### config.mk
export PLATFORM = sky130hd
export DESIGN_NAME = rc4_decrypt_core_flat
export DESIGN_NICKNAME = d
export VERILOG_FILES = /design/src/rtl/rc4_pkg.sv /design/src/rtl/rc4_decrypt_core_if.sv /design/src/rtl/rc4_char_check.sv /design/src/rtl/rc4_decrypt_core.sv /design/src/flat_wrapper.sv
export SDC_FILE = /design/constraint.sdc
export NUM_CORES = 1
export LEC_CHECK = 0
export CORE_ASPECT_RATIO = 1.25
export CORE_MARGIN = 10
export CORE_UTILIZATION = 40
export CTS_BUF_LIST = sky130_fd_sc_hd__clkbuf_2
export DETAILED_ROUTE_END_ITERATION = 8
export GPL_TIMING_DRIVEN = 0
export PLACE_DENSITY = 0.83
export SLEW_MARGIN = 20
export SYNTH_ARGS = -nofsm -noshare
export SYNTH_HDL_FRONTEND = slang
export SYNTH_HIERARCHICAL = 1
export SYNTH_SLANG_ARGS = --single-unit
### constraint.sdc
create_clock -name clk -period 4.03 [get_ports clk]
set_input_delay 0.806 -clock clk [delete_from_list [all_inputs] [get_ports clk]]
set_output_delay 0.806 -clock clk [all_outputs]
set_load 0.05 [all_outputs]
### src/rtl/rc4_pkg.sv
// Shared state encoding and plaintext character bounds for the RC4 key-search cores.
package rc4_pkg;

  localparam int MSG_LEN_DEF = 32;

  localparam logic [7:0] CHAR_LO    = 8'h61;
  localparam logic [7:0] CHAR_HI    = 8'h7A;
  localparam logic [7:0] CHAR_SPACE = 8'h20;

  typedef enum logic [3:0] {
    IDLE,
    RD_I,
    WT_I,
    LD_I,
    RD_J,
    WT_J,
    LD_J,
    WR_I,
    WR_J,
    RD_F,
    WT_F,
    LD_F,
    DONE
  } rc4_state_e;

endpackage

### src/rtl/rc4_decrypt_core_if.sv
// Bundle of request, S-RAM, decrypted-RAM and result signals around rc4_decrypt_core.
interface rc4_decrypt_core_if
  import rc4_pkg::*;
#(
  parameter int MSG_LEN = MSG_LEN_DEF
);
  localparam int K_W = $clog2(MSG_LEN);

  // start is a one-cycle request honoured only while idle; busy covers the whole
  // run including the done cycle, and key_valid holds its result until the next start.
  logic                   start;
  logic [MSG_LEN*8-1:0]   ciphertext;
  logic [7:0]             s_address;
  logic [7:0]             s_data;
  logic                   s_wren;
  logic [7:0]             s_q;
  logic [K_W-1:0]         d_address;
  logic [7:0]             d_data;
  logic                   d_wren;
  logic                   busy;
  logic                   done;
  logic                   key_valid;
  rc4_state_e             state;

  modport master (
    output start, ciphertext, s_q,
    input  s_address, s_data, s_wren, d_address, d_data, d_wren,
           busy, done, key_valid, state
  );

  modport slave (
    input  start, ciphertext, s_q,
    output s_address, s_data, s_wren, d_address, d_data, d_wren,
           busy, done, key_valid, state
  );

endinterface

### src/rtl/rc4_char_check.sv
// Plaintext screen: accepts lowercase letters and space only.
module rc4_char_check
  import rc4_pkg::*;
(
  input  logic [7:0] byte_i,
  output logic       is_valid
);

  assign is_valid = ((byte_i >= CHAR_LO) && (byte_i <= CHAR_HI)) || (byte_i == CHAR_SPACE);

endmodule

### src/rtl/rc4_decrypt_core.sv
// RC4 PRGA decrypt of a captured ciphertext against a pre-scheduled S-box RAM,
// writing plaintext out and flagging whether every byte looks like text.
module rc4_decrypt_core
  import rc4_pkg::*;
#(
  parameter int MSG_LEN     = MSG_LEN_DEF,
  parameter bit EARLY_ABORT = 1'b1
)(
  input  logic               clk,
  input  logic               reset_n,
  rc4_decrypt_core_if.slave  bus
);

  localparam int             K_W  = $clog2(MSG_LEN);
  localparam logic [K_W-1:0] LAST = K_W'(MSG_LEN - 1);

  rc4_state_e     state_q, state_d;
  logic [7:0]     i_q, i_d;
  logic [7:0]     j_q, j_d;
  logic [K_W-1:0] k_q, k_d;
  logic [7:0]     si_q, si_d;
  logic [7:0]     sj_q, sj_d;
  logic           valid_acc_q, valid_acc_d;
  logic           key_valid_q, key_valid_d;

  logic [7:0]     s_address, s_data;
  logic           s_wren;
  logic [K_W-1:0] d_address;
  logic [7:0]     d_data;
  logic           d_wren;
  logic           busy, done;

  logic [7:0]     cipher_byte;
  logic [7:0]     plain;
  logic           plain_ok;

  assign cipher_byte = bus.ciphertext[{k_q, 3'b000} +: 8];
  assign plain       = bus.s_q ^ cipher_byte;

  rc4_char_check u_char_check (
    .byte_i   (plain),
    .is_valid (plain_ok)
  );

  always_ff @(posedge clk or negedge reset_n) begin
    if (!reset_n) begin
      state_q     <= IDLE;
      i_q         <= '0;
      j_q         <= '0;
      k_q         <= '0;
      si_q        <= '0;
      sj_q        <= '0;
      valid_acc_q <= 1'b0;
      key_valid_q <= 1'b0;
    end else begin
      state_q     <= state_d;
      i_q         <= i_d;
      j_q         <= j_d;
      k_q         <= k_d;
      si_q        <= si_d;
      sj_q        <= sj_d;
      valid_acc_q <= valid_acc_d;
      key_valid_q <= key_valid_d;
    end
  end

  always_comb begin
    state_d     = state_q;
    i_d         = i_q;
    j_d         = j_q;
    k_d         = k_q;
    si_d        = si_q;
    sj_d        = sj_q;
    valid_acc_d = valid_acc_q;
    key_valid_d = key_valid_q;
    s_address   = '0;
    s_data      = '0;
    s_wren      = 1'b0;
    d_address   = '0;
    d_data      = '0;
    d_wren      = 1'b0;
    busy        = 1'b1;
    done        = 1'b0;

    unique case (state_q)
      IDLE: begin
        busy = 1'b0;
        if (bus.start) begin
          i_d         = '0;
          j_d         = '0;
          k_d         = '0;
          valid_acc_d = 1'b1;
          key_valid_d = 1'b0;
          state_d     = RD_I;
        end
      end
      // The address leads the i register by one so the read and increment share a cycle.
      RD_I: begin
        i_d       = i_q + 8'd1;
        s_address = i_q + 8'd1;
        state_d   = WT_I;
      end
      WT_I: state_d = LD_I;
      LD_I: begin
        si_d    = bus.s_q;
        j_d     = j_q + bus.s_q;
        state_d = RD_J;
      end
      RD_J: begin
        s_address = j_q;
        state_d   = WT_J;
      end
      WT_J: state_d = LD_J;
      LD_J: begin
        sj_d    = bus.s_q;
        state_d = WR_I;
      end
      WR_I: begin
        s_address = i_q;
        s_data    = sj_q;
        s_wren    = 1'b1;
        state_d   = WR_J;
      end
      WR_J: begin
        s_address = j_q;
        s_data    = si_q;
        s_wren    = 1'b1;
        state_d   = RD_F;
      end
      RD_F: begin
        s_address = si_q + sj_q;
        state_d   = WT_F;
      end
      WT_F: state_d = LD_F;
      LD_F: begin
        d_address   = k_q;
        d_data      = plain;
        d_wren      = 1'b1;
        valid_acc_d = valid_acc_q & plain_ok;
        if ((k_q == LAST) || (!plain_ok && EARLY_ABORT)) begin
          state_d = DONE;
        end else begin
          k_d     = k_q + 1'b1;
          state_d = RD_I;
        end
      end
      DONE: begin
        done        = 1'b1;
        key_valid_d = valid_acc_q;
        state_d     = IDLE;
      end
      default: state_d = IDLE;
    endcase
  end

  assign bus.s_address = s_address;
  assign bus.s_data    = s_data;
  assign bus.s_wren    = s_wren;
  assign bus.d_address = d_address;
  assign bus.d_data    = d_data;
  assign bus.d_wren    = d_wren;
  assign bus.busy      = busy;
  assign bus.done      = done;
  // The verdict is already final in DONE, so present it alongside the done pulse.
  assign bus.key_valid = (state_q == DONE) ? valid_acc_q : key_valid_q;
  assign bus.state     = state_q;

endmodule
### src/flat_wrapper.sv
// flat-port wrapper written by rule: the top's interface ports become plain ports
module rc4_decrypt_core_flat import rc4_pkg::*;
#(
  parameter int MSG_LEN     = MSG_LEN_DEF,
  parameter bit EARLY_ABORT = 1'b1
)
  (clk, reset_n, bus_start, bus_ciphertext, bus_s_q, bus_s_address, bus_s_data, bus_s_wren, bus_d_address, bus_d_data, bus_d_wren, bus_busy, bus_done, bus_key_valid, bus_state);
  rc4_decrypt_core_if #(.MSG_LEN(MSG_LEN)) bus_i ();
  input  logic clk;
  input  logic reset_n;
  input wire logic [$bits(bus_i.start)-1:0] bus_start;
  input wire logic [$bits(bus_i.ciphertext)-1:0] bus_ciphertext;
  input wire logic [$bits(bus_i.s_q)-1:0] bus_s_q;
  output wire logic [$bits(bus_i.s_address)-1:0] bus_s_address;
  output wire logic [$bits(bus_i.s_data)-1:0] bus_s_data;
  output wire logic [$bits(bus_i.s_wren)-1:0] bus_s_wren;
  output wire logic [$bits(bus_i.d_address)-1:0] bus_d_address;
  output wire logic [$bits(bus_i.d_data)-1:0] bus_d_data;
  output wire logic [$bits(bus_i.d_wren)-1:0] bus_d_wren;
  output wire logic [$bits(bus_i.busy)-1:0] bus_busy;
  output wire logic [$bits(bus_i.done)-1:0] bus_done;
  output wire logic [$bits(bus_i.key_valid)-1:0] bus_key_valid;
  output wire logic [$bits(bus_i.state)-1:0] bus_state;
  assign bus_i.start = bus_start;
  assign bus_i.ciphertext = bus_ciphertext;
  assign bus_i.s_q = bus_s_q;
  assign bus_s_address = bus_i.s_address;
  assign bus_s_data = bus_i.s_data;
  assign bus_s_wren = bus_i.s_wren;
  assign bus_d_address = bus_i.d_address;
  assign bus_d_data = bus_i.d_data;
  assign bus_d_wren = bus_i.d_wren;
  assign bus_busy = bus_i.busy;
  assign bus_done = bus_i.done;
  assign bus_key_valid = bus_i.key_valid;
  assign bus_state = bus_i.state;
  rc4_decrypt_core #(.MSG_LEN(MSG_LEN), .EARLY_ABORT(EARLY_ABORT)) u_core (.clk(clk), .reset_n(reset_n), .bus(bus_i));
endmodule
; ---- Word-level counts from Yosys, hierarchy flattened
; Cells that the tools add are included.
[word_totals]
regBits = 43
in_bits = 267
[classes]
add_sub_neg = 4
n_lt_le_gt_ge = 2
eq_ne = 16
n_shift = 1
muxes = 22
n_bitwise = 2
n_reduce_logical = 16
[op_table]
columns = op, count
row1 = variable part select 256 x 9 -> 8 bit, 1
row2 = case mux 4 bit (12 select lines), 1
row3 = case mux 8 bit (2 select lines), 3
row4 = case mux 8 bit (4 select lines), 1
row5 = equality test 4 bit (second input constant), 5
row6 = adder 8 bit, 2
row7 = equality test 4 x 3 -> 1 bit (second input constant), 4
row8 = two-way mux 8 bit, 2
row9 = two-way mux 5 bit, 3
row10 = case mux 5 bit (2 select lines), 1
row11 = adder 8 x 1 -> 8 bit (second input constant), 1
row12 = equality test 4 x 2 -> 1 bit (second input constant), 2
row13 = equality test 8 x 6 -> 1 bit (second input constant), 1
row14 = greater-or-equal comparator 8 x 7 -> 1 bit (second input constant), 1
row15 = <= comparator 8 x 7 -> 1 bit (second input constant), 1
row16 = two-way mux 4 bit, 2
row17 = AND reduction 2 bit, 4
row18 = nonzero test 2 bit, 4
row19 = bitwise XOR 8 bit, 1
row20 = two-way mux 1 bit, 7
row21 = adder 5 x 1 -> 5 bit (second input constant), 1
row22 = equality test 5 bit (second input constant), 1
row23 = equality test 4 x 1 -> 1 bit (second input constant), 1
row24 = zero test 4 bit, 1
row25 = other kinds (8), 12

; ---- Longest topological paths before layout
; Gate-level depths: netlist of the first run.
[logic_depth]
depth_word = 9
mapped_depth = 18
mapped_depth_nobuf = 13

; ---- Modules after synthesis
; The synthesis of the first run kept the hierarchy.
[modules_own_cells]
columns = module, instances, cells_per_inst, area_per_inst_um2, seq_area_each_um2
row1 = rc4_decrypt_core, 1, 541, 5076.1, 1076.0
row2 = rc4_char_check, 1, 10, 63.8, 0.0

; ---- Least setup slack after synthesis of the first run
; Ideal clock, no wire load.
[synth_path]
path_kind = register to output
from = register u_core.state_q[2] (netlist: u_core/bus.state[2])
to = output bus_key_valid
arrival_time_ns = 2.665
t_required_ns = 3.224
slack_ns = 0.559
stages_incl_launch_ff = 5
cell_sequence = dfrtp_1 clkbuf_1 nand2_1 nor3_1 mux2_2
[synth_between]
elab_chain_cells = 2
[synth_rtl]
columns = item, line
row1 = from (decl), rc4_decrypt_core.sv:17  ; rc4_state_e state_q, state_d;
row2 = from (signal assigned), rc4_decrypt_core.sv:56  ; state_q <= state_d;
row3 = equality test 4 bit, rc4_decrypt_core.sv:165  ; assign bus.key_valid = (state_q == DONE) ? valid_acc_q : key_valid_q;
row4 = two-way mux 1 bit, rc4_decrypt_core.sv:165
row5 = to (decl), flat_wrapper.sv:22  ; output wire logic [$bits(bus_i.key_valid)-1:0] bus_key_valid;
; Every way passes these cells.

; ---- Worst setup path in the final report of the first run
[layout_path]
from = register u_core.k_q[0]
to = output bus_d_data[2]
[layout_between]
elab_chain_cells = 3
[layout_rtl]
columns = item, line
row1 = from (decl), rc4_decrypt_core.sv:20  ; logic [K_W-1:0] k_q, k_d;
row2 = from (signal assigned), rc4_decrypt_core.sv:59  ; k_q <= k_d;
row3 = variable part select 256 x 9 -> 8 bit, rc4_decrypt_core.sv:37  ; assign cipher_byte = bus.ciphertext[{k_q, 3'b000} +: 8];
row4 = bitwise XOR 8 bit, rc4_decrypt_core.sv:38  ; assign plain = bus.s_q ^ cipher_byte;
row5 = net u_core.plain[2], rc4_decrypt_core.sv:34  ; logic [7:0] plain;
row6 = two-way mux 8 bit, rc4_decrypt_core.sv:85  ; unique case (state_q)
row7 = to (decl), flat_wrapper.sv:18  ; output wire logic [$bits(bus_i.d_data)-1:0] bus_d_data;
; The timed path passes the listed nets, and every way through them passes these cells.

==> results of run 1 <==
[cells in the mapped netlist (2+ instances only)]
master      n
buf_4       5
a21oi_1    21
nor2_1     32
mux2i_1    64
nand2_1    59
o22ai_1    11
o21ai_0    35
o2111ai_1   3
nand3_1    22
a22o_1     10
or3_1       2
a221o_1     4
and2_1     10
buf_1       6
nor2b_1    10
a211o_1     3
inv_1       8
nor3_1      7
o211ai_1    6
a22oi_1     8
and3_1     14
ha_1       17
xnor2_1     9
nand2b_1   15
mux2_2     16
buf_2       4
mux4_2     23
dfrtp_1    43
fa_1        2
mux4_1     12
xor2_1     13
or2_2       3
o221ai_1    4
buf_6       5
a21o_1      7
nor3b_1     3
a21boi_0    2
clkbuf_1   15
a32oi_1     3
a211oi_1    2
[layer usage]
metal,GRT usage,share of wire,vias to the layer above
met3,0.09241,0.089,64
met5,0,0.00071,-
met4,0.1099,0.041,2
met1,0.2671,0.34,2827
met2,0.4954,0.53,313
li1,-,-,2724
[critical path, stage by stage, from the launching register on]
cell	delay, ns
dfrtp_1	0.45
buf_6	0.19
buf_8	0.18
mux4_1	0.60
mux2_2	0.29
o2111ai_1	0.30
nand3_2	0.17
xor2_2	0.22
and2_1	0.21
buf_6	0.18
[layout make-up]
cell class                      instances  area share
Multi-Input combinational cell        464      0.4602
Timing Repair Buffer                  308      0.3564
Sequential cell                        43      0.1246
Buffer                                 36     0.02677
Tap cell                              168     0.02431
Inverter                                8    0.003473
Clock buffer                            5    0.002894
Clock inverter                          2    0.001013
Antenna cell                            1   0.0002894
[logic make-up after synthesis]
logic type | Yosys count | share of synthesized area
DFF | 43 | 0.2093
adders and majority gates | 19 | 0.04917
AOI/OAI and AO/OA | 127 | 0.1653
xor gates and xnor gates | 22 | 0.03749
buffers and inverters | 44 | 0.04625
muxes | 115 | 0.3218
and+or+nand+nor | 181 | 0.1706
[through the flow]
step	worst slack (ns)	instance area [um^2]	util
3_5_place_dp	-0.5705	8408	0.6640
3_3_place_gp	-0.5007	8393	0.6628
5_1_grt	-0.06994	8646	0.6828
2_1_floorplan	0.5587	5140	-
6_report	0.003153	8646	0.6828
4_1_cts	0.002455	8479	0.6697
[power groups by stage]
stage | combinational (uW) | sequential [uW] | clock (uW)
after floorplan | 1290 | 752 | 0
after global placement | 2010 | 722 | 0
after detailed placement | 2080 | 736 | 0
after CTS | 2100 | 726 | 184
after global routing | 2290 | 747 | 205
final | 2140 | 733 | 178
[state kept, by name, indices dropped and copies added, names as in the netlist]
name	cells
u_core/bus.state	4
u_core/sj_q	8
u_core/si_q	8
u_core/k_q	5
u_core/i_q	8
u_core/j_q	8
u_core/valid_acc_q	1
u_core/key_valid_q	1
[repair_timing]
item,CTS,global route
hold buffers,0,0
endpoints found under the setup margin,17,27
resized for setup,54,50
setup buffers,2,1
pin swaps,1,4
[final timing paths]
check	slack, ns	to	start	cells past startpoint
worst max-delay path	0.003	bus_d_data[2]	u_core/k_q[0]$_DFFE_PN0P_	9
worst min-delay path	0.22	u_core/bus.state[2]$_DFFE_PN0P_	reset_n	1
worst max register to register	0.15	u_core/k_q[2]$_DFFE_PN0P_	u_core/k_q[0]$_DFFE_PN0P_	15
worst min register to register	0.52	u_core/valid_acc_q$_DFFE_PN0P_	u_core/valid_acc_q$_DFFE_PN0P_	1
max in group asynchronous	3.32	u_core/k_q[1]$_DFFE_PN0P_	reset_n	2
min in group clk	0.52	u_core/valid_acc_q$_DFFE_PN0P_	u_core/valid_acc_q$_DFFE_PN0P_	1
==> results.cfg, run 1 <==
[critical_path]
required_ns = 3.22
worstPathArrival_ns = 3.22
worst_setup_path_start_kind = flip-flop
cp-end-kind = primary output
critPathKind = reg2out
cp_max_fo = 10

[sta]
finalSetupTns_ns = 0
finalHoldViolCount = 0
finalCriticalPeriod_ns = 4.027
final.period_utilization = 0.9992
finalSetupViolCount = 0
holdWs_ns = 0.2211
fmax_mhz = 248.3
slew_headroom = 0.4705
slew_viol_final = 0
tightest_slew_ns = 0.7913
fin_skew_ns = 0.01198

[place]
place.port_buffers = 304
hpwlAfterDp_um = 22100
place_congestion = 0.9227
place_inst = 1024

[cts]
clkTransAtPathRegs_ns = 0.21
clk_path_buf_depth = 2
insertion_delay_ns = 0.43
cts_htree_levels = 2
cts_root_buf = clkbuf_2
cts_inserted_buffers = 5
clock-sinks = 43
cts_tree = built

[pwr]
powerDensity_nw_per_um2 = 353.1
p_int_uw = 1590
ir_drop_v = 0.0003183
swShare = 0.4791
power.total_uw = 3053
power_leakage_uw = 0.003519
pwr-share-comb = 0.702
clockPowerShare = 0.058
p_switching_uw = 1463
power_frac_seq = 0.240

[yosys]
yosysTopAreaCell = dfrtp_1
netlist_area_um2 = 5140
synth_top_area_frac = 0.2093
synth-edff-count = 0
synth_warnings = 6
ys_ff_latch = 43
syn_avg_cell_area_um2 = 9.328
synth.area.top_cells = dfrtp_1, mux2i_1, mux4_2, mux4_1, nand2_1
ys_seq_area_frac = 0.2093
async_reset_ff_frac = 1.000
synth_fp_nets = 837
ys_types = 53
postSynthCellCount = 551
ys.flop_type = dfrtp_1

[global_route]
grt_max_degree = 34
antenna_found_initial = 2
grt_usage = 0.2697
grt_pass1_wl_um = 37170
grt_pass1_vias = 6520
grt_overflow = 0

[final_layout]
area_growth_syn_to_layout_pct = 68.21
layout_commonest_cell = clkdlybuf4s50_1
drive_gt1_frac = 0.1270
final_cell_mix = clkdlybuf4s50_1, mux2i_1, nand2_1, dfrtp_1, o21ai_0
multiInputGateArea_um2 = 3979
layout.cells.non_filler = 1035
regArea_um2 = 1077
fillerInstances = 1026
layout.nets = 1152

[route]
routedWlPerCell_um = 24.43
drc = 0
dr.pass1.iters = 5
antenna_left = 0
drt-initial-drc-count = 364
vias = 5930
vias_per_cell = 5.729
wirelength_um = 25280

[floorplan]
pin_count = 305
rows = 46
core-area_um2 = 12660
die-area_um2 = 17810
die_h_um = 146.7
floorplan.initialDensity = 0.4059
die_w_um = 121.4

[min_path]
min_path_type = in2async

[flow_run]
maxCapViolCount = 0

[run_status]
status = finished, final reports clean
(Power assumes the default switching activity.)
==> run 2: changes to the inputs <==
PLACE_DENSITY = 0.85   (was 0.83)
==> run 2 against run 1 <==
Compared with the run above: cell count decreased by 0.19%; global-route usage decreased by 0.73 points; core utilization increased by 0.25 points; die area unchanged; worst setup slack improved by 0.065 ns; clock power increased by 82%; register-to-register slack improved by 0.06 ns; sequential cell count unchanged; non-clock buffer count decreased by 2; critical path type unchanged; largest cell class unchanged; largest power group unchanged.
==> results.cfg, run 2 (synthesis results as in run 1) <==
[place]
place.port_buffers = 304
place_congestion = 0.9142
post-place-ws_ns = -0.5214
hpwlAfterDp_um = 21200
place_inst = 1024

[floorplan]
core-area_um2 = 12660
floorplan.initialDensity = 0.4059
rows = 46
die_h_um = 146.7
pin_count = 305
die_w_um = 121.4
die-area_um2 = 17810

[cts]
cts_root_buf = clkbuf_2
clk_path_buf_depth = 2
cts_tree = built
clock-sinks = 43
cts_inserted_buffers = 5
clkTransAtPathRegs_ns = 0.24
insertion_delay_ns = 0.45
cts_htree_levels = 2

[sta]
slew_viol_final = 0
tightest_slew_ns = 0.8263
slew_headroom = 0.4471
finalSetupTns_ns = 0
finalHoldViolCount = 0
rsz0062_at_grt = false
fin_ws_ns = 0.06800
final.period_utilization = 0.9831
fin_skew_ns = 0.01223
finalSetupViolCount = 0
finalCriticalPeriod_ns = 3.962
fmax_mhz = 252.4

[global_route]
grt_usage = 0.2624
grt_pass1_wl_um = 36420
antenna_found_initial = 0
grt_max_degree = 34
grt_overflow = 0
grt_pass1_vias = 6283

[final_layout]
final_cell_mix = clkdlybuf4s50_1, mux2i_1, nand2_1, dfrtp_1, o21ai_0
layout.cells.non_filler = 1033
diodes = 0
drive_gt1_frac = 0.1272
area_growth_syn_to_layout_pct = 68.82
layout.nets = 1150
layout_commonest_cell = clkdlybuf4s50_1
finish.utilization = 0.6853

[critical_path]
required_ns = 3.22
worstPathArrival_ns = 3.16
cp_max_fo = 10
critPathKind = reg2out
worst_setup_path_start_kind = flip-flop
reg2regPathDepth = 15
cp-end-kind = primary output
r2r_start = u_core/k_q[0]$_DFFE_PN0P_
regToRegSetupSlack_ns = 0.21
rr_endpoint = u_core/k_q[3]$_DFFE_PN0P_

[route]
routedWlPerCell_um = 23.57
vias_per_cell = 5.636
wirelength_um = 24350
antenna_left = 0
drc = 0
vias = 5822
dr.pass1.iters = 6
drt-initial-drc-count = 467

[run_status]
status = finished, final reports clean

[min_path]
min_path_type = in2async

[pwr]
ir_drop_v = 0.0003759
powerDensity_nw_per_um2 = 362.8
power_leakage_uw = 0.003575

[flow_run]
maxCapViolCount = 0
run 2: what timing repair did:
item | 4_1_cts | 5_1_grt
resized for setup | 56 | 45
pin swaps | 1 | 3
endpoints found under the setup margin | 19 | 30
cloned | 0 | 0
hold buffers | 0 | 0
setup buffers | 1 | 0
run 2: worst max-delay path: stages, from the launching register on:
cell	delay, ns
dfrtp_1	0.46
buf_6	0.18
buf_8	0.17
mux4_1	0.55
mux2_2	0.29
o2111ai_1	0.26
nand3_1	0.16
xor2_2	0.27
and2_1	0.18
buf_4	0.19
run 2: metal layers:
metal,up-vias,wire length (um),GRT usage,share of wire
met1,2769,8706,0.2826,0.36
met5,-,0,0,0
met3,36,1916,0.05943,0.079
met2,290,13230,0.5005,0.54
li1,2727,-,-,-
met4,0,493,0.05496,0.020
run 2: where the power goes:
part           internal (uW)  total (uW)  switching [uW]
sequential               585         729             144
clock                    166         324             157
combinational            957        2100            1140
run 2: worst max path at each step:
| stage | startpoint | endpoint | slack, ns | depth (start not counted) |
|---|---|---|---|---|
| after floorplan | u_core/bus.state[2]$_DFFE_PN0P_ | bus_key_valid | 0.56 | 4 |
| after global placement | bus_ciphertext[140] | bus_d_data[4] | -0.47 | 8 |
| after detailed placement | bus_ciphertext[172] | bus_d_data[4] | -0.52 | 8 |
| after CTS | u_core/bus.state[0]$_DFFE_PN0P_ | bus_s_data[7] | 0.005 | 6 |
| after global routing | u_core/k_q[0]$_DFFE_PN0P_ | bus_d_data[2] | 0.002 | 11 |
| final | u_core/k_q[0]$_DFFE_PN0P_ | bus_d_data[1] | 0.07 | 9 |
run 2: area by class of cell:
class	count	area, um^2
plain buffers	36	221.5
clock buffers	5	25.02
clock inverters	3	67.56
fillers	997	3985
inverters	8	30.03
multi-input cells	464	3985
flip-flops and latches	43	1076
well taps	168	210.2
repair buffers	306	3062
run 2: stage by stage:
step	power (uW)	cell area [um^2]	hold slack, ns
after CTS	3114	8553	0.1864
after global routing	3349	8677	0.1860
after detailed placement	2772	8408	0.4786
after floorplan	2037	5140	0.4459
after global placement	2714	8393	0.4678
final	3148	8677	0.1793
==> run 3: changes to the inputs <==
ABC_AREA = 1   (was default)
PLACE_DENSITY = 0.81   (was 0.85)
==> run 3 against run 2 <==
Compared with the run above: cell count up 56%; non-clock buffer count grew 22; critical path depth increased by 3; core utilization down 4.2 points; sequential cell count did not move.
==> results.cfg, run 3 <==
[run_status]
status = finished, final reports clean

[route]
dr.pass1.iters = 5
vias = 8557
routedWlPerCell_um = 19.26
wirelength_um = 31070
drt-initial-drc-count = 865
antenna_left = 0
vias_per_cell = 5.305
drc = 0

[yosys]
syn_avg_cell_area_um2 = 5.317
async_reset_ff_frac = 1.000
yosysTopAreaCell = nand2_1
ys_top_cells_by_count = nand2_1, nand3_1, inv_1, nor2_1, dfrtp_1
ys_seq_area_frac = 0.1804
yosysMostFrequentCell = nand2_1
synth_warnings = 6
netlist_area_um2 = 5966
synth_fp_nets = 1408
ys.flop_type = dfrtp_1
postSynthCellCount = 1122
ys_types = 33
ys_ff_latch = 43
synth_top_area_frac = 0.2888
synth.area.top_cells = nand2_1, nand3_1, dfrtp_1, inv_1, ha_1
synth-edff-count = 0

[place]
place.port_buffers = 304
place_inst = 1605
place_congestion = 0.9733
dpl_cell_area_um2 = 9254
post-place-ws_ns = 0.1709
hpwlAfterDp_um = 26560

[critical_path]
worstPathCellList = inv_1 > buf_2 > buf_2 > nand2_1 > nand3_1 > nand3_1 > nand2_1 > nand2_1 > nand3_1 > nand2_1 > nor2_1 > dlygate4sd2_1
reg2regPathDepth = 22
crit_slowest_cell = dlygate4sd2_1
critical_path_cell_count = 12
worstPathArrival_ns = 3.06
crit_path_end = bus_d_data[1]
crit_family = buffers and inverters
worst_setup_path_start_kind = flip-flop
critPathBufInv = 4
crit_start = u_core/k_q[1]$_DFFE_PN0P_
rr_endpoint = u_core/k_q[3]$_DFFE_PN0P_
regToRegSetupSlack_ns = 0.45
critPathKind = reg2out
cp_slowest_stage_delay_ns = 0.56
r2r_start = u_core/k_q[1]$_DFFE_PN0P_
cp_max_fo = 10
required_ns = 3.22
crit_top_cell = nand2_1
cp-end-kind = primary output

[cts]
clkTransAtPathRegs_ns = 0.23
clock-sinks = 43
insertion_delay_ns = 0.44
cts_tree = built
postCtsHoldBufs = 0
post_cts_buffers = 0
cts_inserted_buffers = 5
clk_path_buf_depth = 2
cts_htree_levels = 2
cts_root_buf = clkbuf_2

[final_layout]
layout_commonest_cell = nand2_1
regArea_um2 = 1076
postLayoutCellArea_um2 = 9344
final_cell_mix = nand2_1, clkdlybuf4s50_1, nand3_1, inv_1, nor2_1
multiInputGateArea_um2 = 3964
layout.nets = 1720
fillerInstances = 1448
area_growth_syn_to_layout_pct = 56.63
drive_gt1_frac = 0.05091
finish.utilization = 0.6431
layout.cells.non_filler = 1613

[sta]
finalHoldViolCount = 0
finalSetupViolCount = 0
tightest_slew_ns = 0.6527
fmax_mhz = 258.7
final.period_utilization = 0.9592
fin_skew_ns = 0.02691
slew_viol_final = 0
fin_ws_ns = 0.1643
finalCriticalPeriod_ns = 3.866
slew_headroom = 0.5649

[floorplan]
floorplan.initialDensity = 0.4106
rows = 49
die-area_um2 = 20230
die_w_um = 129.2
core-area_um2 = 14530
pin_count = 305
die_h_um = 156.5

[global_route]
grt_max_degree = 26
grt_pass1_vias = 8466
antenna_found_initial = 1
grt_overflow = 0
grt_usage = 0.2968
grt_pass1_wl_um = 46940

[pwr]
power.total_uw = 5009
power_leakage_uw = 0.004774
ir_drop_v = 0.0002297
powerDensity_nw_per_um2 = 536.1

[flow_run]
maxCapViolCount = 0

[min_path]
min_path_type = in2async
## run 3: cell types whose count changed after synthesis, moves of 12 or more
cell      change
mux2i_1      -64
and3_1       -14
mux4_1       -12
nor2_1       +15
nand2_1     +400
buf_2        +26
nand2b_1     -15
inv_1       +145
nand3_1     +201
mux2_2       -16
mux4_2       -23
## run 3: per-layer routing
metal	wire [um]	GRT usage	share of wire	vias up
li1	-	-	-	4174
met1	10590	0.3119	0.34	3785
met2	15830	0.5429	0.51	502
met3	3295	0.07708	0.11	96
met4	1368	0.1264	0.044	0
met5	0	0	0	-
## run 3: cell type report
type                       instances  share of cell area
buffer                            59             0.03790
antenna                            1           0.0002678
tap                              178             0.02384
sequential                        43              0.1152
inverter                         158             0.06374
multi-input combinational        862              0.4242
clock buffer                       5            0.002678
timing repair buffer             305              0.3282
clock inverter                     2            0.004017
## run 3: worst min path at each step
stage	endpoint	slack, ns
after CTS	u_core/bus.state[0]$_DFFE_PN0P_	0.34
final	u_core/bus.state[3]$_DFFE_PN0P_	0.35
after floorplan	u_core/valid_acc_q$_DFFE_PN0P_	0.47
after global routing	u_core/i_q[1]$_DFFE_PN0P_	0.36
after detailed placement	u_core/sj_q[4]$_DFFE_PN0P_	0.51
after global placement	u_core/valid_acc_q$_DFFE_PN0P_	0.49
## run 3: logic make-up after synthesis
family,share of synthesized area
AOI/OAI and AO/OA,0.09123
and+or+nand+nor,0.5224
adders and majority gates,0.04237
buffers and inverters,0.1577
DFF,0.1804
xor gates and xnor gates,0.005874
## run 3: through the flow
step	TNS, ns	hold slack (ns)
global route	-0.006587	0.3620
global placement	0	0.4911
CTS	0	0.3413
finish	0	0.3492
floorplan	0	0.4743
detailed placement	0	0.5076
## run 3: repair_timing
item	CTS	global route
cloned	0	0
gates resized for setup	9	8
endpoints found under the setup margin	6	11
## run 3: where the power goes
part / internal [uW] / switching [uW] / total (uW)
Clock: 101 / 149 / 250
Sequential: 614 / 176 / 790
Combinational: 1410 / 2560 / 3970
Total: 2120 / 2890 / 5010
